File: config.mk
export PLATFORM = sky130hd
export DESIGN_NAME = pyrxaclwrpack_flat
export DESIGN_NICKNAME = d
export VERILOG_FILES = /design/src/rtl/pyrxaclwrpack_pkg.sv /design/src/rtl/pyrxaclwrpack_if.sv /design/src/rtl/pyrxaclwrpack_bitpacker.sv /design/src/rtl/pyrxaclwrpack.sv /design/src/flat_wrapper.sv
export SDC_FILE = /design/constraint.sdc
export NUM_CORES = 1
export LEC_CHECK = 0
export ABC_AREA = 1
export BUFFER_PORTS_ARGS = -buffer_cell sky130_fd_sc_hd__buf_4
export CORE_ASPECT_RATIO = 0.75
export CORE_UTILIZATION = 54
export CTS_BUF_LIST = sky130_fd_sc_hd__clkbuf_8
export DETAILED_ROUTE_END_ITERATION = 12
export PLACE_DENSITY = 0.78
export SLEW_MARGIN = 20
export SYNTH_ARGS = -nofsm -noshare
export SYNTH_HDL_FRONTEND = slang
export SYNTH_SLANG_ARGS = --single-unit
File: constraint.sdc
create_clock -name clk_6M -period 3.35 [get_ports clk_6M]
set_input_delay 0.335 -clock clk_6M [delete_from_list [all_inputs] [get_ports clk_6M]]
set_output_delay 0.335 -clock clk_6M [all_outputs]
set_load 0.03 [all_outputs]
File: src/rtl/pyrxaclwrpack_pkg.sv
// Shared definitions for the ACL RX payload packer: FSM encoding and widths.
package pyrx_pkg;

    // Byte-length width (matches dec_pylenByte) and word-address width.
    localparam int PY_LENW = 10;
    localparam int PY_AW   = 8;

    // Width of one buffer word and of the bit index inside it.
    localparam int WORD_W = 32;
    localparam int BIDX_W = 5;

    // Packer FSM encoding, also exported on the debug state port.
    typedef enum logic [1:0] {
        ST_IDLE  = 2'd0,
        ST_PACK  = 2'd1,
        ST_FLUSH = 2'd2,
        ST_DONE  = 2'd3
    } pyrx_state_e;

endpackage

File: src/rtl/pyrxaclwrpack_if.sv
// Link-controller write port into the ACL RX ping-pong buffer.
// Write semantics: there is no ready; the buffer always accepts. When
// lnctrl_we is high for one cycle, lnctrl_addr and lnctrl_din are valid in
// that same cycle and the word is written. lnctrl_we doubles as the buffer CS.
interface pyrxaclwrpack_if #(
    parameter int AW = 8,
    parameter int DW = 32
);
    logic [AW-1:0] lnctrl_addr;
    logic [DW-1:0] lnctrl_din;
    logic          lnctrl_we;

    // Packer drives the port.
    modport master (
        output lnctrl_addr,
        output lnctrl_din,
        output lnctrl_we
    );

    // Buffer controller receives the port.
    modport slave (
        input lnctrl_addr,
        input lnctrl_din,
        input lnctrl_we
    );
endinterface

File: src/rtl/pyrxaclwrpack_bitpacker.sv
// Bit accumulator: places each captured bit at acc[bidx] (LSB first) and
// flags when the word fills. clr discards the current word before the
// capture of this cycle, so a bit arriving with clr becomes bit 0. flush
// (or a full word) empties acc after this cycle's capture.
module pyrx_bitpacker
    import pyrx_pkg::*;
(
    input  logic              clk_6M,
    input  logic              rst,
    input  logic              clr,
    input  logic              cap,
    input  logic              bit_in,
    input  logic              flush,
    output logic              word_full,
    output logic              byte_done,
    output logic [WORD_W-1:0] word_val
);

    logic [WORD_W-1:0] acc_q;
    logic [BIDX_W-1:0] bidx_q;
    logic [WORD_W-1:0] base_acc;
    logic [BIDX_W-1:0] base_idx;

    // Merge this cycle's bit into the (possibly discarded) word.
    always_comb begin
        base_acc  = clr ? '0 : acc_q;
        base_idx  = clr ? '0 : bidx_q;
        word_val  = base_acc;
        if (cap) begin
            word_val[base_idx] = bit_in;
        end
        word_full = cap && (base_idx == BIDX_W'(WORD_W - 1));
        byte_done = cap && (base_idx[2:0] == 3'd7);
    end

    // Hold the accumulated word; empty it once it has been handed off.
    always_ff @(posedge clk_6M) begin
        if (rst) begin
            acc_q  <= '0;
            bidx_q <= '0;
        end else if (word_full || flush) begin
            acc_q  <= '0;
            bidx_q <= '0;
        end else begin
            acc_q  <= word_val;
            bidx_q <= cap ? (base_idx + BIDX_W'(1)) : base_idx;
        end
    end

endmodule

File: src/rtl/pyrxaclwrpack.sv
// ACL RX payload packer: packs the decoded payload bitstream LSB-first into
// 32-bit words and writes them from word address 0 upward into the free
// ping-pong buffer, stopping after the announced byte length.
// Input strobe semantics: py_start_p, dec_pybit_valid_p and py_abort_p are
// single-cycle pulses that are always accepted (no backpressure). A bit on
// the start cycle is bit 0 of the new packet; start beats abort.
module pyrxaclwrpack
    import pyrx_pkg::*;
#(
    parameter int LENW = PY_LENW,
    parameter int AW   = PY_AW
) (
    input  logic            clk_6M,
    input  logic            rst,
    input  logic            py_start_p,
    input  logic [LENW-1:0] dec_pylenByte,
    input  logic            dec_pybit_valid_p,
    input  logic            dec_pybit,
    input  logic            py_abort_p,
    pyrxaclwrpack_if.master wr,
    output logic            py_wrdone_p,
    output logic            py_overrun,
    output logic [LENW-1:0] py_bytecnt,
    output pyrx_state_e     py_state
);

    pyrx_state_e       state_q;
    logic [LENW-1:0]   len_q;
    logic [LENW-1:0]   bytecnt_q;
    logic [AW-1:0]     addr_q;
    logic [WORD_W-1:0] din_q;
    logic              we_q;
    logic              wrdone_q;
    logic              overrun_q;
    logic              armed_q;   // a packet finished and no new start yet

    logic              cap;
    logic              clr;
    logic              flush;
    logic              stray;
    logic              all_rcvd;
    logic              late_state;
    logic              last_bit;
    logic [LENW-1:0]   cnt_base;
    logic [LENW-1:0]   cnt_next;
    logic              word_full;
    logic              byte_done;
    logic [WORD_W-1:0] word_val;

    pyrx_bitpacker u_packer (
        .clk_6M    (clk_6M),
        .rst       (rst),
        .clr       (clr),
        .cap       (cap),
        .bit_in    (dec_pybit),
        .flush     (flush),
        .word_full (word_full),
        .byte_done (byte_done),
        .word_val  (word_val)
    );

    // Decide whether this cycle's bit belongs to the packet and whether it ends it.
    always_comb begin
        all_rcvd   = (bytecnt_q == len_q);
        late_state = (state_q == ST_DONE) || (state_q == ST_FLUSH) ||
                     ((state_q == ST_PACK) && all_rcvd) ||
                     ((state_q == ST_IDLE) && armed_q);
        if (py_start_p) begin
            cap   = dec_pybit_valid_p && (dec_pylenByte != '0);
            stray = dec_pybit_valid_p && (dec_pylenByte == '0);
        end else begin
            cap   = dec_pybit_valid_p && !py_abort_p &&
                    (state_q == ST_PACK) && !all_rcvd;
            stray = dec_pybit_valid_p && !py_abort_p && late_state;
        end
        clr      = py_start_p || py_abort_p;
        cnt_base = py_start_p ? '0 : bytecnt_q;
        cnt_next = byte_done ? (cnt_base + LENW'(1)) : cnt_base;
        last_bit = !py_start_p && byte_done && (cnt_next == len_q);
        flush    = last_bit && !word_full;
    end

    // Packer FSM with registered write port, done pulse, overrun and byte count.
    always_ff @(posedge clk_6M) begin
        if (rst) begin
            state_q   <= ST_IDLE;
            len_q     <= '0;
            bytecnt_q <= '0;
            addr_q    <= '0;
            din_q     <= '0;
            we_q      <= 1'b0;
            wrdone_q  <= 1'b0;
            overrun_q <= 1'b0;
            armed_q   <= 1'b0;
        end else begin
            we_q     <= 1'b0;
            wrdone_q <= 1'b0;
            if (we_q) begin
                addr_q <= addr_q + AW'(1);
            end
            if (stray) begin
                overrun_q <= 1'b1;
            end
            if (py_start_p) begin
                len_q     <= dec_pylenByte;
                bytecnt_q <= '0;
                addr_q    <= '0;
                overrun_q <= stray;
                armed_q   <= 1'b0;
                if (dec_pylenByte == '0) begin
                    state_q  <= ST_DONE;
                    wrdone_q <= 1'b1;
                end else begin
                    state_q <= ST_PACK;
                end
            end else if (py_abort_p) begin
                state_q <= ST_IDLE;
                armed_q <= 1'b0;
            end else begin
                case (state_q)
                    ST_IDLE: begin
                        state_q <= ST_IDLE;
                    end
                    ST_PACK: begin
                        bytecnt_q <= cnt_next;
                        // Full word or final (possibly partial) word goes out now.
                        if (word_full || last_bit) begin
                            we_q  <= 1'b1;
                            din_q <= word_val;
                        end
                        // A full final word stays one cycle in PACK while it is written.
                        if (flush) begin
                            state_q <= ST_FLUSH;
                        end else if (all_rcvd) begin
                            state_q  <= ST_DONE;
                            wrdone_q <= 1'b1;
                        end
                    end
                    ST_FLUSH: begin
                        state_q  <= ST_DONE;
                        wrdone_q <= 1'b1;
                    end
                    ST_DONE: begin
                        state_q <= ST_IDLE;
                        armed_q <= 1'b1;
                    end
                    default: begin
                        state_q <= ST_IDLE;
                    end
                endcase
            end
        end
    end

    assign wr.lnctrl_addr = addr_q;
    assign wr.lnctrl_din  = din_q;
    assign wr.lnctrl_we   = we_q;
    assign py_wrdone_p    = wrdone_q;
    assign py_overrun     = overrun_q;
    assign py_bytecnt     = bytecnt_q;
    assign py_state       = state_q;

endmodule

File: src/flat_wrapper.sv
// flat-port wrapper written by rule: the top's interface ports become plain ports
module pyrxaclwrpack_flat import pyrx_pkg::*;
#(
    parameter int LENW = PY_LENW,
    parameter int AW   = PY_AW
)
  (clk_6M, rst, py_start_p, dec_pylenByte, dec_pybit_valid_p, dec_pybit, py_abort_p, py_wrdone_p, py_overrun, py_bytecnt, py_state, wr_lnctrl_addr, wr_lnctrl_din, wr_lnctrl_we);
  pyrxaclwrpack_if #(.AW(AW), .DW(32)) wr_i ();
  input  logic clk_6M;
  input  logic rst;
  input  logic py_start_p;
  input  logic [LENW-1:0] dec_pylenByte;
  input  logic dec_pybit_valid_p;
  input  logic dec_pybit;
  input  logic py_abort_p;
  output logic py_wrdone_p;
  output logic py_overrun;
  output logic [LENW-1:0] py_bytecnt;
  output pyrx_state_e py_state;
  output wire logic [$bits(wr_i.lnctrl_addr)-1:0] wr_lnctrl_addr;
  output wire logic [$bits(wr_i.lnctrl_din)-1:0] wr_lnctrl_din;
  output wire logic [$bits(wr_i.lnctrl_we)-1:0] wr_lnctrl_we;
  assign wr_lnctrl_addr = wr_i.lnctrl_addr;
  assign wr_lnctrl_din = wr_i.lnctrl_din;
  assign wr_lnctrl_we = wr_i.lnctrl_we;
  pyrxaclwrpack #(.LENW(LENW), .AW(AW)) u_core (.clk_6M(clk_6M), .rst(rst), .py_start_p(py_start_p), .dec_pylenByte(dec_pylenByte), .dec_pybit_valid_p(dec_pybit_valid_p), .dec_pybit(dec_pybit), .py_abort_p(py_abort_p), .wr(wr_i), .py_wrdone_p(py_wrdone_p), .py_overrun(py_overrun), .py_bytecnt(py_bytecnt), .py_state(py_state));
endmodule
---- Word level (Yosys, flattened, before mapping) ----
Cells that the tools add are included.
storage, ports and cells
  bits in registers ....................... 103
  bits in latches ......................... 0
  RAM bits ................................ 0
  bits in read-only memories .............. 0
  input port bits ......................... 16
  output and inout port bits .............. 55
  word-level logic and storage cells ...... 88
  memories ................................ 0
cells by class
  $add $sub $neg .......................... 3
  multiply operators ...................... 0
  div/mod/pow operators ................... 0
  $lt $le $gt $ge ......................... 2
  equality and inequality tests ........... 8
  shifts and indexed selects .............. 0
  multiplexer cells ....................... 26
  bitwise logic cells ..................... 3
  reductions and logical operators ........ 35
operator list
  kind                                                                                  count
  32-bit 2-to-1 mux                                                                     2
  32-bit bitwise mux                                                                    1
  10-bit == test                                                                        2
  10-bit 2-to-1 mux                                                                     2
  1-bit logical AND                                                                     14
  1-bit 2-to-1 mux                                                                      11
  10-bit by 1-bit adder with 10-bit output (second input constant)                      1
  10-bit zero test                                                                      1
  2-bit 2-to-1 mux                                                                      5
  5-bit 2-to-1 mux                                                                      2
  10-bit nonzero test                                                                   1
  8-bit by 1-bit adder with 8-bit output (second input constant)                        1
  1-bit logical OR                                                                      6
  5-bit by 6-bit less-than comparator with 1-bit output (second input constant)         1
  2-bit case mux with 3 select lines                                                    1
  2-bit OR reduction                                                                    3
  5-bit by 1-bit adder with 5-bit output (second input constant)                        1
  1-bit demux with 5-bit select                                                         1
  5-bit == test (second input constant)                                                 1
  5-bit by 1-bit greater-or-equal comparator with 1-bit output (second input constant)  1
  5-bit by 4-bit != test with 1-bit output (second input constant)                      1
  2-bit == test (second input constant)                                                 2
  1-bit zero test                                                                       4
  4-bit AND reduction                                                                   1
  9 further kinds                                                                       11

---- Depth between registers and ports, before layout ----
Gate-level depths: netlist (run 1).
  depth after elaboration ................. 14
  depth in mapped cells ................... 24
  depth with buffers taken out ............ 22

---- By module ----
Synthesis (run 1) repeated with hierarchy kept, for this count alone.
unflattened totals
  cell total of the unflattened synthesis .. 825
  area, all modules ....................... 5773.0 um2
by module, submodules not included
  module          instances  cells an instance  area each (um2)  sequential area each (um2)
  pyrxaclwrpack   1          486                3684.8           1321.3
  pyrx_bitpacker  1          339                2088.3           740.7

---- Worst setup path before layout (run 1) ----
OpenSTA, ideal clock, no wires.
  kind .................................... input to register
  from .................................... input py_start_p
  to ...................................... register u_core.din_q[10] (netlist: u_core.wr.lnctrl_din[10])
  setup time .............................. 0.132 ns
  data arrival time ....................... 3.017 ns
  required time ........................... 3.218 ns
  slack ................................... 0.201 ns
  stages on the path ...................... 20
  path buffers ............................ 2
  cell sequence ........................... buf_6 nor2_1 inv_1 nor2_1 ha_1 ha_1 nand3_1 nor4_1 nand2_1 nand2_1 nand2_1 nand2_1 nand4_1 nor2_2 nand2_2 nand2_4 nand2_4 buf_6 nand2_1 a21oi_1
on the way
  longest elaborated chain between the ends .. 9
  elaborated cells between the ends (all ways) .. 25
  classes of those cells .................. add/sub (1); order compare (2); eq/ne (3); mux (9); bitwise (1); reduce/logical (9)
ends and longest elaborated chain
  what                                                                                              line                  text
  start, declared                                                                                   flat_wrapper.sv:11    input logic py_start_p;
  parallel branches: the longest is 9 deep, another holds 10-bit by 1-bit adder with 10-bit output  --
  end signal, assigned                                                                              pyrxaclwrpack.sv:129  din_q <= word_val;
  end, declared                                                                                     pyrxaclwrpack.sv:31   logic [WORD_W-1:0] din_q;
Parallel ways; which one is timed is not known.
A chain may end at the register's enable or synchronous reset.

---- Final worst setup path (run 1) ----
  from .................................... register u_core.state_q[1] (netlist: u_core.py_state[1])
  to ...................................... register u_core.din_q[9] (netlist: u_core.wr.lnctrl_din[9])
on the way
  longest elaborated chain between the ends .. 10
  elaborated cells between the ends (all ways) .. 13
  classes of those cells .................. eq/ne (2); mux (3); reduce/logical (8)
ends and longest elaborated chain
  what                                        line                                       text
  start, declared                             pyrxaclwrpack.sv:27                        pyrx_state_e state_q;
  start signal, assigned                      pyrxaclwrpack.sv:86                        state_q <= ST_IDLE;
  start signal, assigned                      pyrxaclwrpack.sv:111                       state_q <= ST_DONE;
  start signal, assigned                      pyrxaclwrpack.sv:114                       state_q <= ST_PACK;
  2-bit by 1-bit == test with 1-bit output *  pyrxaclwrpack.sv:73, pyrxaclwrpack.sv:120
  1-bit logical AND                           pyrxaclwrpack.sv:72                        cap = dec_pybit_valid_p && !py_abort_p &&
  1-bit logical AND                           pyrxaclwrpack.sv:73                        (state_q == ST_PACK) && !all_rcvd;
  1-bit 2-to-1 mux                            pyrxaclwrpack.sv:68                        if (py_start_p) begin
  1-bit logical AND                           pyrxaclwrpack_bitpacker.sv:33              byte_done = cap && (base_idx[2:0] == 3'd7);
  10-bit 2-to-1 mux                           pyrxaclwrpack.sv:78                        cnt_next = byte_done ? (cnt_base + LENW'(1)) : cnt_base;
  10-bit == test                              pyrxaclwrpack.sv:79                        last_bit = !py_start_p && byte_done && (cnt_next == len_q);
  1-bit logical AND                           pyrxaclwrpack.sv:79
  1-bit logical OR                            pyrxaclwrpack.sv:127                       if (word_full || last_bit) begin
  4-bit AND reduction (no source line)        --
Mark *: on every way between the ends. The rest lies on a longest branch, timed or not.

==> results of run 1 <==
layout make-up:
type / instances / area [um2]
tap: 128 / 160.2
clock buffer: 9 / 123.9
timing repair buffer: 81 / 633.1
fill: 840 / 3202
inverter: 103 / 386.6
sequential: 103 / 2062
multi-input combinational: 552 / 2587
clock inverter: 7 / 41.29
power groups by stage:
stage	logic (mW)	registers (mW)	clock network, mW
final	0.211	1.25	0.708
after detailed placement	0.206	1.28	0
after CTS	0.208	1.25	0.719
after floorplan	0.127	1.29	0
after global placement	0.202	1.28	0
after global routing	0.232	1.26	0.760
metal layers:
metal	wire length (um)	GRT usage
met5	0	0
met4	182	0.09091
met3	979	0.06263
met2	5607	0.4328
met1	6254	0.3784
through the flow:
step	power (mW)	util	setup WS, ps
3_5_place_dp	1.489	0.6336	68.87
3_3_place_gp	1.484	0.6336	153.6
4_1_cts	2.181	0.6516	290.2
5_1_grt	2.250	0.6518	29.02
6_report	2.173	0.6518	236.1
2_1_floorplan	1.417	-	200.6
state kept, by name, summed over array words and instances (netlist names):
register,count
u_core.u_packer.acc_q,32
u_core.wr.lnctrl_din,32
u_core.len_q,10
u_core.py_bytecnt,10
u_core.wr.lnctrl_addr,8
u_core.u_packer.bidx_q,5
u_core.py_state,2
u_core.armed_q,1
u_core.py_overrun,1
u_core.py_wrdone_p,1
u_core.wr.lnctrl_we,1
logic make-up (layout without fill, tap and decap cells):
logic type	count (synthesis)	after routing	synth area share
flops	103	103	0.3959
buf+inv	133	200	0.1083
compound gates	119	119	0.1247
xor+xnor	3	3	0.005045
fa+ha+maj	13	13	0.03123
simple gates	417	417	0.3349
critical path, delay by kind of cell (launching register included):
kind / cells / cell delay [ps]
AND/OR/NAND/NOR: 16 / 1770
buffers and inverters: 2 / 380
flip-flops: 1 / 350
AO/OA/AOI/OAI: 2 / 240
adder cells (fa/ha/maj): 1 / 220
placed cells by master (no fill, tap or decap), types with 2 or more instances in the layout:
cell type | Yosys | routed
ha_1 | 13 | 13
xor2_1 | 3 | 3
clkinv_2 | 0 | 2
nand2_1 | 209 | 209
nor4_1 | 2 | 2
nand2_4 | 2 | 2
a21oi_1 | 80 | 80
o211ai_1 | 2 | 2
nand4_1 | 4 | 4
a211oi_1 | 2 | 2
nand2_2 | 4 | 4
buf_12 | 0 | 2
nor3_1 | 4 | 4
clkinvlp_4 | 0 | 2
o21ai_0 | 23 | 23
buf_4 | 1 | 79
a221oi_1 | 7 | 7
dfxtp_1 | 103 | 103
inv_1 | 100 | 102
nor2_2 | 1 | 3
nand3_1 | 63 | 63
inv_2 | 3 | 3
nor2_1 | 121 | 119
clkbuf_8 | 0 | 9
nor2_4 | 2 | 2
how the worst max path moves through the flow:
stage                  startpoint                       end  slack [ps]  cells past startpoint
4_1_cts        u_core.py_state[1]   u_core.wr.lnctrl_din[9]         290                     21
2_1_floorplan          py_start_p  u_core.wr.lnctrl_din[10]         200                     20
6_report       u_core.py_state[1]   u_core.wr.lnctrl_din[9]         240                     21
3_5_place_dp           py_abort_p   u_core.wr.lnctrl_din[9]          70                     21
3_3_place_gp           py_abort_p   u_core.wr.lnctrl_din[5]         150                     19
5_1_grt        u_core.py_state[1]   u_core.wr.lnctrl_din[9]          30                     21
what timing repair did:
action                                 in CTS  in global routing
endpoints found under the hold margin       0                  0
hold buffers                                0                  0
setup endpoints to repair                   0                  1
gates resized for setup                     0                  1
==> metrics, run 1 <==
Setup Buffers After CTS=0; initial core utilization=0.5664; GR Overflow Total=0; synthesized instance count=788; Final #Nets=879; Main synth FF type=dfxtp_1; fin area=0.005995 mm2; worst hold path type=in -> reg; Sequential Power Share=0.577; Area contributors post-synth=dfxtp_1 (40%), nand2_1 (15%), nor2_1 (8.7%); most common cell in the netlist=nand2_1; path type of the worst setup path=reg -> reg; initial antenna violation count=0; vias in the first global route=4731; Clk pwr share=0.326; CTS tree=built; final hold violation count=0; die area=0.01005 mm2; Setup TNS=0 ps; share of cells above drive strength 1=0.1322; Post-synth top cells=nand2_1 (209), nor2_1 (121), dfxtp_1 (103), inv_1 (100), a21oi_1 (80); synth unique cells=35; Crit-path slowest cell=dfxtp_1; hold path cells=2; die width=115.4 um; internal power=1.570 mW; register area share after synthesis=0.3959; via count=5148; R2R depth=21; Logic pwr share=0.097; CTS Root Cell=clkbuf_8; GR Util All Layers=0.2769; largest net degree at the start of global routing=45; CP max FO=33; number of antenna diodes=0; # rows=30; core box area=0.009196 mm2; VDD IR-drop max=0.0002762 V; final cycle utilization of the critical path=0.9295; non-filler cells, final=983; maximum root-to-sink buffer count=2; first-pass GRT wire length=21880 um; num ports=71; synthesized flop and latch total=103; RSZ-0062 raised after global routing=no; RePlAce Congestion=1.030; syn avg cell area=6.610 um2; drt drc=0; switching share of total power=0.2778; Final Setup Violations=0; Worst Hold Endpoint=u_core.armed_q; CTS clk-pin slew, worst paths=100 ps; Net Sw Power=603.7 uW; antenna viol nets, final=0; Critical Path RT=3600 ps; area leader, netlist=dfxtp_1; Crit path top cell by count=nand2_1; CP endpoint kind=flip-flop; synthesized net count=817; status=completed; R2R Path Start=u_core.py_state[1]; placed cells=967; Cell Pwr Density=362.6 mW/mm2; post-DR wirelength/cell=13.25 um; fin. max-slew vios=0; HPWL after detailed placement=9310 um; # port buffers=70; EDFF count, synth=0; Fmax=0.3211 GHz; critical path arrival=3360 ps; crit-path cells=inv_1 -> ha_1 -> nand2_2 -> nor2_8 -> nand2_1 -> o21bai_1 -> nand2_2 -> buf_4 -> nand2_1 -> nand2_1 -> nand2_1 -> nand2_1 -> nand2_1 -> nor2_1 -> nand2_1 -> nor2_4 -> nand2_2 -> nand2_4 -> nand2_4 -> nand2_1 -> a21oi_1; total clock sinks=103; worst r2r dst=u_core.wr.lnctrl_din[9]; leak pwr=2.539 nW; HP Start=py_abort_p; DR iter-0 viols=417; WHS=167.3 ps; Startpoint Class=flip-flop; DR pass1 iterations=5; FFs w/ async S/R, synth=0; Post-Syn Area=0.005209 mm2; Die Height=87.06 um; Critical Path Max Stage Delay=350 ps; total CTS buffers=9; area delta synth->final=15.09%; Post-DP Area=0.005827 mm2; Max-Cap Viols=0; final WL=13020 um; Vias/cell=5.237; Worst Tran Pin Value=649.0 ps; FF-to-FF setup slack=240 ps; Rel. slew slack=0.5657; crit path time final=3114 ps; htree depth=3; share of the synthesized area in the top cell type=0.3959; synth warn=0; Fin Clk Skew=12.45 ps; Worst-Skew Late Latency=390 ps
(Power assumes the default switching activity.)
==> run 2, diff against run 1 <==
- CTS_BUF_LIST: sky130_fd_sc_hd__clkbuf_8 -> sky130_fd_sc_hd__clkbuf_4
==> run 2 against run 1 <==
Effect of this change: flip-flop and latch count unchanged; core utilization decreased by 0.53 points; via count about the same; cell area decreased by 0.81%; clock skew increased by 8.4 ps; critical path depth unchanged; die area unchanged.
==> metrics, run 2 (synthesized netlist as in run 1, its figures left out) <==
total clock sinks=103; worst hold path type=in -> reg; Setup TNS=0 ps; HPWL after detailed placement=9310 um; fin. max-slew vios=0; Setup Buffers After CTS=0; path type of the worst setup path=reg -> reg; CTS tree=built; crit path time final=3067 ps; RePlAce Congestion=1.030; Rel. slew slack=0.5697; via count=5151; Worst-Skew Late Latency=480 ps; share of cells above drive strength 1=0.1345; number of antenna diodes=0; post-DR wirelength/cell=13.15 um; area delta synth->final=14.15%; VDD IR-drop max=0.0002254 V; Vias/cell=5.240; Critical Path RT=3700 ps; DR pass1 iterations=5; Final Setup Violations=0; final cycle utilization of the critical path=0.9154; Fin Clk Skew=20.81 ps; first-pass GRT wire length=21820 um; fin area=0.005946 mm2; CTS Root Cell=clkbuf_4; Final #Nets=879; Cell Pwr Density=346.1 mW/mm2; GR Overflow Total=0; placed cells=967; largest net degree at the start of global routing=45; CP endpoint kind=flip-flop; initial core utilization=0.5664; die width=115.4 um; # rows=30; Die Height=87.06 um; maximum root-to-sink buffer count=2; Max-Cap Viols=0; DR iter-0 viols=474; drt drc=0; critical path arrival=3420 ps; Post-DP Area=0.005827 mm2; num ports=71; antenna viol nets, final=0; non-filler cells, final=983; vias in the first global route=4732; die area=0.01005 mm2; GR Util All Layers=0.2769; core box area=0.009196 mm2; leak pwr=2.514 nW; most frequent cells in the layout=nand2_1 (209), nor2_1 (119), dfxtp_1 (103); CP max FO=33; Startpoint Class=flip-flop; RSZ-0062 raised after global routing=no; htree depth=3; Worst Tran Pin Value=643.0 ps; WHS=55.37 ps; total CTS buffers=9; CTS clk-pin slew, worst paths=160 ps; final WL=12930 um; final hold violation count=0; initial antenna violation count=0; most common cell after layout, fill and taps aside=nand2_1; # port buffers=70; status=completed; Fmax=0.3261 GHz
run 2: cell types whose count changed in the layout (fill, tap and decap cells not counted):
cell	change
clkbuf_4	+11
clkbuf_8	-9
inv_1	-2
run 2: final timing paths:
path	from	endpoint	slack, ps	cells past startpoint
max	u_core.py_state[1]	u_core.wr.lnctrl_din[9]	280	21
min	py_abort_p	u_core.armed_q	60	2
max reg2reg	u_core.py_state[1]	u_core.wr.lnctrl_din[9]	280	21
min reg2reg	u_core.wr.lnctrl_din[31]	u_core.wr.lnctrl_din[31]	470	2
run 2: metrics by stage:
stage / power (mW) / setup slack (ps) / util
2_1_floorplan: 1.417 / 200.6 / -
3_3_place_gp: 1.484 / 153.6 / 0.6336
3_5_place_dp: 1.489 / 68.87 / 0.6336
4_1_cts: 2.068 / 313.1 / 0.6463
5_1_grt: 2.141 / 49.10 / 0.6465
6_report: 2.058 / 283.3 / 0.6465
run 2: critical path: stages, from the launching register on:
cell      delay [ps]
dfxtp_1          380
inv_1            140
ha_1             200
nand2_2          140
nor2_8           110
nand2_1           50
o21bai_1         160
nand2_2          170
buf_4            250
nand2_1           70
nand2_1           80
nand2_1           70
nand2_1           90
nand2_1           60
nor2_1           120
nand2_1          100
nor2_4           120
nand2_2           90
nand2_4           90
nand2_4          220
nand2_1          150
a21oi_1           80
run 2: power by group:
part / internal, mW / total (mW) / switching, mW
registers: 1.24 / 1.26 / 0.0149
clock network: 0.170 / 0.592 / 0.422
logic: 0.0644 / 0.209 / 0.145
total: 1.48 / 2.06 / 0.582
run 2: repair_timing:
action / CTS / global route
gates resized for setup: 0 / 1
endpoints found under the setup margin: 0 / 2
hold endpoints to repair: 0 / 0
hold buffers: 0 / 0
run 2: metal layers:
| metal | part of all wire | up-vias | global-route usage |
|---|---|---|---|
| li1 | - | 2617 | - |
| met1 | 0.48 | 2325 | 0.3810 |
| met2 | 0.43 | 190 | 0.4317 |
| met3 | 0.077 | 19 | 0.06193 |
| met4 | 0.012 | 0 | 0.08737 |
| met5 | 0 | - | 0 |
run 2: area by class of cell:
type | instances | area, um2
repair buffers | 81 | 633.1
clock inverters | 5 | 33.78
inverters | 103 | 386.6
clock buffers | 11 | 82.58
well taps | 128 | 160.2
flip-flops and latches | 103 | 2062
fillers | 849 | 3251
multi-input cells | 552 | 2587
